**src/rtl/dmem_arbiter.sv**
```systemverilog
`default_nettype none
// ============================================================================
// Module      : dmem_arbiter
// Description : Round-robin arbiter and sequencer sharing the single
//               read/write port of the data memory between the pipeline MEM
//               stage (port 0) and the debug/loader port (port 1). Each
//               transaction is a 64-bit big-endian doubleword at a byte
//               address; out-of-range addresses complete with an error flag.
// Revision    : 1.0  initial release
// ============================================================================
module dmem_arbiter #(
  parameter int MEM_BYTES  = 256,
  parameter bit PRIO_RESET = 1'b0
) (
  input  logic        clk,
  input  logic        reset,
  input  logic        p0_req,
  input  logic        p0_we,
  input  logic [63:0] p0_addr,
  input  logic [63:0] p0_wdata,
  output logic        p0_ack,
  output logic        p0_err,
  output logic [63:0] p0_rdata,
  input  logic        p1_req,
  input  logic        p1_we,
  input  logic [63:0] p1_addr,
  input  logic [63:0] p1_wdata,
  output logic        p1_ack,
  output logic        p1_err,
  output logic [63:0] p1_rdata,
  output logic        mem_rd,
  output logic        mem_wr,
  output logic [63:0] mem_add,
  output logic [63:0] mem_in,
  input  logic [63:0] mem_out,
  output logic        busy,
  output logic        grant_id
);

  // Highest legal doubleword start address.
  localparam logic [63:0] c_max_addr = 64'(MEM_BYTES - 8);

  typedef enum logic [1:0] {
    S_IDLE   = 2'd0,
    S_ACCESS = 2'd1,
    S_RESP   = 2'd2
  } state_t;

  state_t      r_state;
  state_t      w_state_nx;

  // Transaction context latched at grant time.
  logic        r_we;
  logic        r_oob;
  logic        r_last;
  logic        r_grant_id;

  // Registered outputs.
  logic        r_busy;
  logic        r_p0_ack, r_p1_ack;
  logic        r_p0_err, r_p1_err;
  logic [63:0] r_p0_rdata, r_p1_rdata;
  logic        r_mem_rd, r_mem_wr;
  logic [63:0] r_mem_add, r_mem_in;

  // Next-state values from the FSM.
  logic        w_grant;
  logic        w_busy_nx;
  logic        w_p0_ack_nx, w_p1_ack_nx;
  logic        w_p0_err_nx, w_p1_err_nx;
  logic [63:0] w_p0_rdata_nx, w_p1_rdata_nx;
  logic        w_mem_rd_nx, w_mem_wr_nx;
  logic [63:0] w_mem_add_nx, w_mem_in_nx;
  logic [63:0] w_rd;

  // Arbitration: a lone requester wins; on contention the port that did not
  // win last time is picked.
  logic        w_pick;
  logic        w_sel_we;
  logic [63:0] w_sel_addr;
  logic [63:0] w_sel_wdata;
  logic        w_sel_ok;

  assign w_pick      = (p0_req && p1_req) ? ~r_last : p1_req;
  assign w_sel_we    = w_pick ? p1_we    : p0_we;
  assign w_sel_addr  = w_pick ? p1_addr  : p0_addr;
  assign w_sel_wdata = w_pick ? p1_wdata : p0_wdata;
  assign w_sel_ok    = (w_sel_addr <= c_max_addr);

  // Read data is only meaningful for an in-bounds read.
  assign w_rd = (!r_oob && !r_we) ? mem_out : 64'd0;

  // State register.
  always_ff @(posedge clk or posedge reset) begin
    if (reset) begin
      r_state <= S_IDLE;
    end else begin
      r_state <= w_state_nx;
    end
  end

  // Next-state and next-output decode; every output defaults to idle values.
  always_comb begin
    w_state_nx    = r_state;
    w_grant       = 1'b0;
    w_busy_nx     = 1'b0;
    w_p0_ack_nx   = 1'b0;
    w_p1_ack_nx   = 1'b0;
    w_p0_err_nx   = 1'b0;
    w_p1_err_nx   = 1'b0;
    w_p0_rdata_nx = 64'd0;
    w_p1_rdata_nx = 64'd0;
    w_mem_rd_nx   = 1'b0;
    w_mem_wr_nx   = 1'b0;
    w_mem_add_nx  = 64'd0;
    w_mem_in_nx   = 64'd0;
    case (r_state)
      S_IDLE: begin
        if (p0_req || p1_req) begin
          w_grant      = 1'b1;
          w_state_nx   = S_ACCESS;
          w_busy_nx    = 1'b1;
          // Memory controls are set up at the grant edge so they are stable
          // for the whole ACCESS cycle, including the committing falling edge.
          w_mem_rd_nx  = w_sel_ok && !w_sel_we;
          w_mem_wr_nx  = w_sel_ok && w_sel_we;
          w_mem_add_nx = w_sel_ok ? w_sel_addr : 64'd0;
          w_mem_in_nx  = (w_sel_ok && w_sel_we) ? w_sel_wdata : 64'd0;
        end
      end
      S_ACCESS: begin
        w_state_nx    = S_RESP;
        w_busy_nx     = 1'b1;
        w_p0_ack_nx   = !r_grant_id;
        w_p1_ack_nx   = r_grant_id;
        w_p0_err_nx   = !r_grant_id && r_oob;
        w_p1_err_nx   = r_grant_id && r_oob;
        w_p0_rdata_nx = r_grant_id ? 64'd0 : w_rd;
        w_p1_rdata_nx = r_grant_id ? w_rd : 64'd0;
      end
      S_RESP: begin
        w_state_nx = S_IDLE;
      end
      default: begin
        w_state_nx = S_IDLE;
      end
    endcase
  end

  // Output registers and grant context; reset drops any pending transaction.
  always_ff @(posedge clk or posedge reset) begin
    if (reset) begin
      r_we       <= 1'b0;
      r_oob      <= 1'b0;
      r_last     <= ~PRIO_RESET;
      r_grant_id <= 1'b0;
      r_busy     <= 1'b0;
      r_p0_ack   <= 1'b0;
      r_p1_ack   <= 1'b0;
      r_p0_err   <= 1'b0;
      r_p1_err   <= 1'b0;
      r_p0_rdata <= 64'd0;
      r_p1_rdata <= 64'd0;
      r_mem_rd   <= 1'b0;
      r_mem_wr   <= 1'b0;
      r_mem_add  <= 64'd0;
      r_mem_in   <= 64'd0;
    end else begin
      if (w_grant) begin
        r_we       <= w_sel_we;
        r_oob      <= !w_sel_ok;
        r_last     <= w_pick;
        r_grant_id <= w_pick;
      end
      r_busy     <= w_busy_nx;
      r_p0_ack   <= w_p0_ack_nx;
      r_p1_ack   <= w_p1_ack_nx;
      r_p0_err   <= w_p0_err_nx;
      r_p1_err   <= w_p1_err_nx;
      r_p0_rdata <= w_p0_rdata_nx;
      r_p1_rdata <= w_p1_rdata_nx;
      r_mem_rd   <= w_mem_rd_nx;
      r_mem_wr   <= w_mem_wr_nx;
      r_mem_add  <= w_mem_add_nx;
      r_mem_in   <= w_mem_in_nx;
    end
  end

  assign p0_ack   = r_p0_ack;
  assign p1_ack   = r_p1_ack;
  assign p0_err   = r_p0_err;
  assign p1_err   = r_p1_err;
  assign p0_rdata = r_p0_rdata;
  assign p1_rdata = r_p1_rdata;
  assign mem_rd   = r_mem_rd;
  assign mem_wr   = r_mem_wr;
  assign mem_add  = r_mem_add;
  assign mem_in   = r_mem_in;
  assign busy     = r_busy;
  assign grant_id = r_grant_id;

endmodule
`default_nettype wire

```
**config.mk**
```make
export PLATFORM = sky130hd
export DESIGN_NAME = dmem_arbiter
export DESIGN_NICKNAME = d
export VERILOG_FILES = /design/src/rtl/dmem_arbiter.sv
export SDC_FILE = /design/constraint.sdc
export NUM_CORES = 1
export LEC_CHECK = 0
export CAP_MARGIN = 20
export CELL_PAD_IN_SITES_DETAIL_PLACEMENT = 0
export CELL_PAD_IN_SITES_GLOBAL_PLACEMENT = 1
export CORE_AREA = 2 2 227 229
export DETAILED_ROUTE_END_ITERATION = 8
export DIE_AREA = 0 0 229 231
export GPL_ROUTABILITY_DRIVEN = 0
export PLACE_DENSITY_LB_ADDON = 0.2
export SLEW_MARGIN = 25
export SYNTH_ARGS = -nofsm -noshare
export SYNTH_HDL_FRONTEND = slang
export SYNTH_SLANG_ARGS = --single-unit
```
**constraint.sdc**
```tcl
create_clock -name clk -period 10.3 [get_ports clk]
set_input_delay 1.03 -clock clk [delete_from_list [all_inputs] [get_ports clk]]
set_output_delay 1.03 -clock clk [all_outputs]
set_load 0.03 [all_outputs]
```
==> results.yml <==
synth:
  yosysTopAreaCell: "dfrtp_1"
  ys_warn_count: 0
  yosysSeqAreaShare_pct: 72.16
  synth.avg_cell_area_um2: 12.59
  syn_area_um2: 9330
  synth_cell_types: 27
  syn_inst: 741
  synth_area_leaders: "dfrtp_1, and3_1, nand2_1"
  synth.top_cell.area_share_pct: 71.88
  postSynthRegisterBits: 269
floorplan:
  die_w_um: 229
  start_util_pct: 18.41
  fp.dieH_um: 231
  die_area_um2: 52900
  io_pins: 590
  rows: 83
  core_um2: 50680
clock_tree:
  cts.hold.buffers_added: 0
  htreeDepth: 2
  root_buffer: "clkbuf_16"
  cts_resized: 0
  clk_pin_slew_ns: 0.06
  clkLatencyLatePin_ns: 0.53
  numCtsBuffers: 34
  cts.sinks: 269
  cts_tree: "done"
  postCtsSetupBuffers: 0
  clockBufferDepth: 3
sta:
  grt_setup_unrepaired: "false"
  setup_tns_ns: 0
  maxSlewViolCount: 0
  fin_crit_ns: 3.389
  clock_skew_ns: 0.01444
  tightest_slew_ns: 0.9275
  finalHoldViolations: 0
  max-slew-margin-rel_pct: 38.17
  fin_crit_sh_pct: 32.90
  fmax_mhz: 295.1
  finalSetupViolCount: 0
  setup_ws_ns: 6.911
critical_path:
  max_stage_delay_ns: 0.63
  required_ns: 10.67
  crit_chain: "clkdlybuf4s50_1, a21bo_2, buf_4, mux2i_1, nor4_2, o221ai_4, buf_6, a21oi_1"
  worst-path-buf-inv: 3
  crit_arrival_ns: 3.76
  critPathKind: "input port to register"
  crit_path_top_delay_cell: "buf_4"
  cp-end-kind: "register"
  setup.worst_path.start_class: "input port"
  critPathMaxFanout: 79
  cpLargestDelayFamily: "buffers and inverters"
routing:
  met2_wirelength_mm: 18.99
  drtAntennaViolNets: 0
  drc: 0
  met3WireLength_mm: 3.840
  drt-met1-wl_mm: 13.91
  drt_iter0_markers: 405
  viasPerCell: 3.800
  vias: 7907
  dr.max_layer_used: "met5"
  routedWlPerCell_um: 18.14
  drt_pass1_iterations: 4
  finalWirelength_mm: 37.74
cells_and_area:
  nets: 1701
  final_core_utilization_pct: 34.04
  syn2layout_area_growth_pct: 84.87
  drive_gt1_share_pct: 8.232
  nFillCells: 5182
global_routing:
  grt_max_degree: 158
  first_global_vias: 8327
  grt_pass1_wl_mm: 54.74
  grt_usage_pct: 13.83
  antenna_found_initial: 10
  overflow: 0
placement:
  io_buffers: 589
  dp_slack_ns: 6.075
  dp.final_hpwl_mm: 27.19
power_and_ir_drop:
  leakagePower_nw: 7.854
  cellPowerDensity_nw_per_um2: 155.4
  vdd_ir_drop_max_mv: 0.1148
run_status:
  run_status: "finished, final reports clean"
worst_hold_path:
  min_path_type: "register to register"
job:
  cap_violations: 0
## routing by layer
layer | vias up | track usage, %
li1 | 3727 | -
met1 | 3749 | 15.03
met2 | 365 | 23.94
met3 | 56 | 6.077
met4 | 10 | 4.830
met5 | - | 0
## per-stage QoR
step / cells / instance area [um2] / power, W / hold WS [ns]
3_5_place_dp: 2019 / 16150 / 0.001546 / 0.4500
6_report: 2081 / 17250 / 0.002681 / 0.4720
4_1_cts: 2077 / 17230 / 0.002738 / 0.4717
3_3_place_gp: 2019 / 16150 / 0.001544 / 0.4616
2_1_floorplan: 796 / 9537 / 0.001294 / 0.4195
5_1_grt: 2080 / 17250 / 0.002800 / 0.4941
## placed cells by master, fill, tap and decap left out, types with 7 or more instances in the layout
master           Yosys  final
conb_1               1     56
nand4_1              8      8
and3_1             129    129
clkdlybuf4s50_1      0    589
a21oi_2             49     49
clkbuf_8             0      7
nor4_1              28     28
dfrtp_1            268    268
clkbuf_16            0     35
nor3_1               7      7
a21oi_1             23     23
clkbuf_1            44      9
nand2_1            148    148
## kinds of logic (layout without fill, tap and decap cells)
family	Yosys count	after routing	synth area share (%)
multiplexers	1	1	0.1073
buffers and inverters	56	657	2.776
AND/OR/NAND/NOR	334	334	18.33
other	1	60	0.04019
AO/OA/AOI/OAI	80	80	6.584
flip-flops	269	269	72.16
## cell usage after synthesis, drive strengths merged
master / number
a21bo: 1
a21boi: 1
a21oi: 72
and2: 2
and3: 129
buf: 9
clkbuf: 44
conb: 1
dfrtp: 268
dfstp: 1
inv: 3
mux2i: 1
nand2: 148
nand3: 1
nand4: 8
nor2: 4
nor2b: 3
nor3: 7
nor4: 29
nor4b: 2
o21a: 1
o21ai: 3
o221ai: 2
or3: 1
## sequential cells by signal (all words and copies together), names as in the netlist
register	count
p0_ack	1
mem_rd	1
r_we	1
mem_wr	1
p1_rdata	64
mem_in	64
grant_id	1
mem_add	64
p0_rdata	64
p1_ack	1
r_state	2
p1_err	1
busy	1
r_last	1
r_oob	1
p0_err	1
## final cells by class
cell class	count	area, um2	share of cell area (%)
sequential	269	6733	39.03
timing repair buffer	596	5968	34.60
multi-input combinational	471	2584	14.98
clock buffer	51	1006	5.832
tap	680	850.8	4.933
clock inverter	7	78.83	0.4570
inverter	3	18.77	0.1088
antenna	4	10.01	0.05803
## worst paths after layout
kind                       startpoint          to  slack [ns]  cells past startpoint
min in group asynchronous       reset  mem_in[19]        1.03                      2
max in group asynchronous       reset        busy        7.87                      3
hold / removal             r_state[1]        busy        0.47                      1
setup reg to reg               r_last   mem_in[6]        7.45                      7
hold reg to reg            r_state[1]        busy        0.47                      1
setup / recovery               p0_req   mem_in[6]        6.91                      8
## report_power, final
| group | internal [W] | total, W | switching, W |
|---|---|---|---|
| logic | 0.000178 | 0.000413 | 0.000234 |
| clock network | 0.000702 | 0.00117 | 0.000464 |
| registers | 0.00109 | 0.00110 | 0.0000155 |
Note: power is estimated with default switching activity, not from simulation.
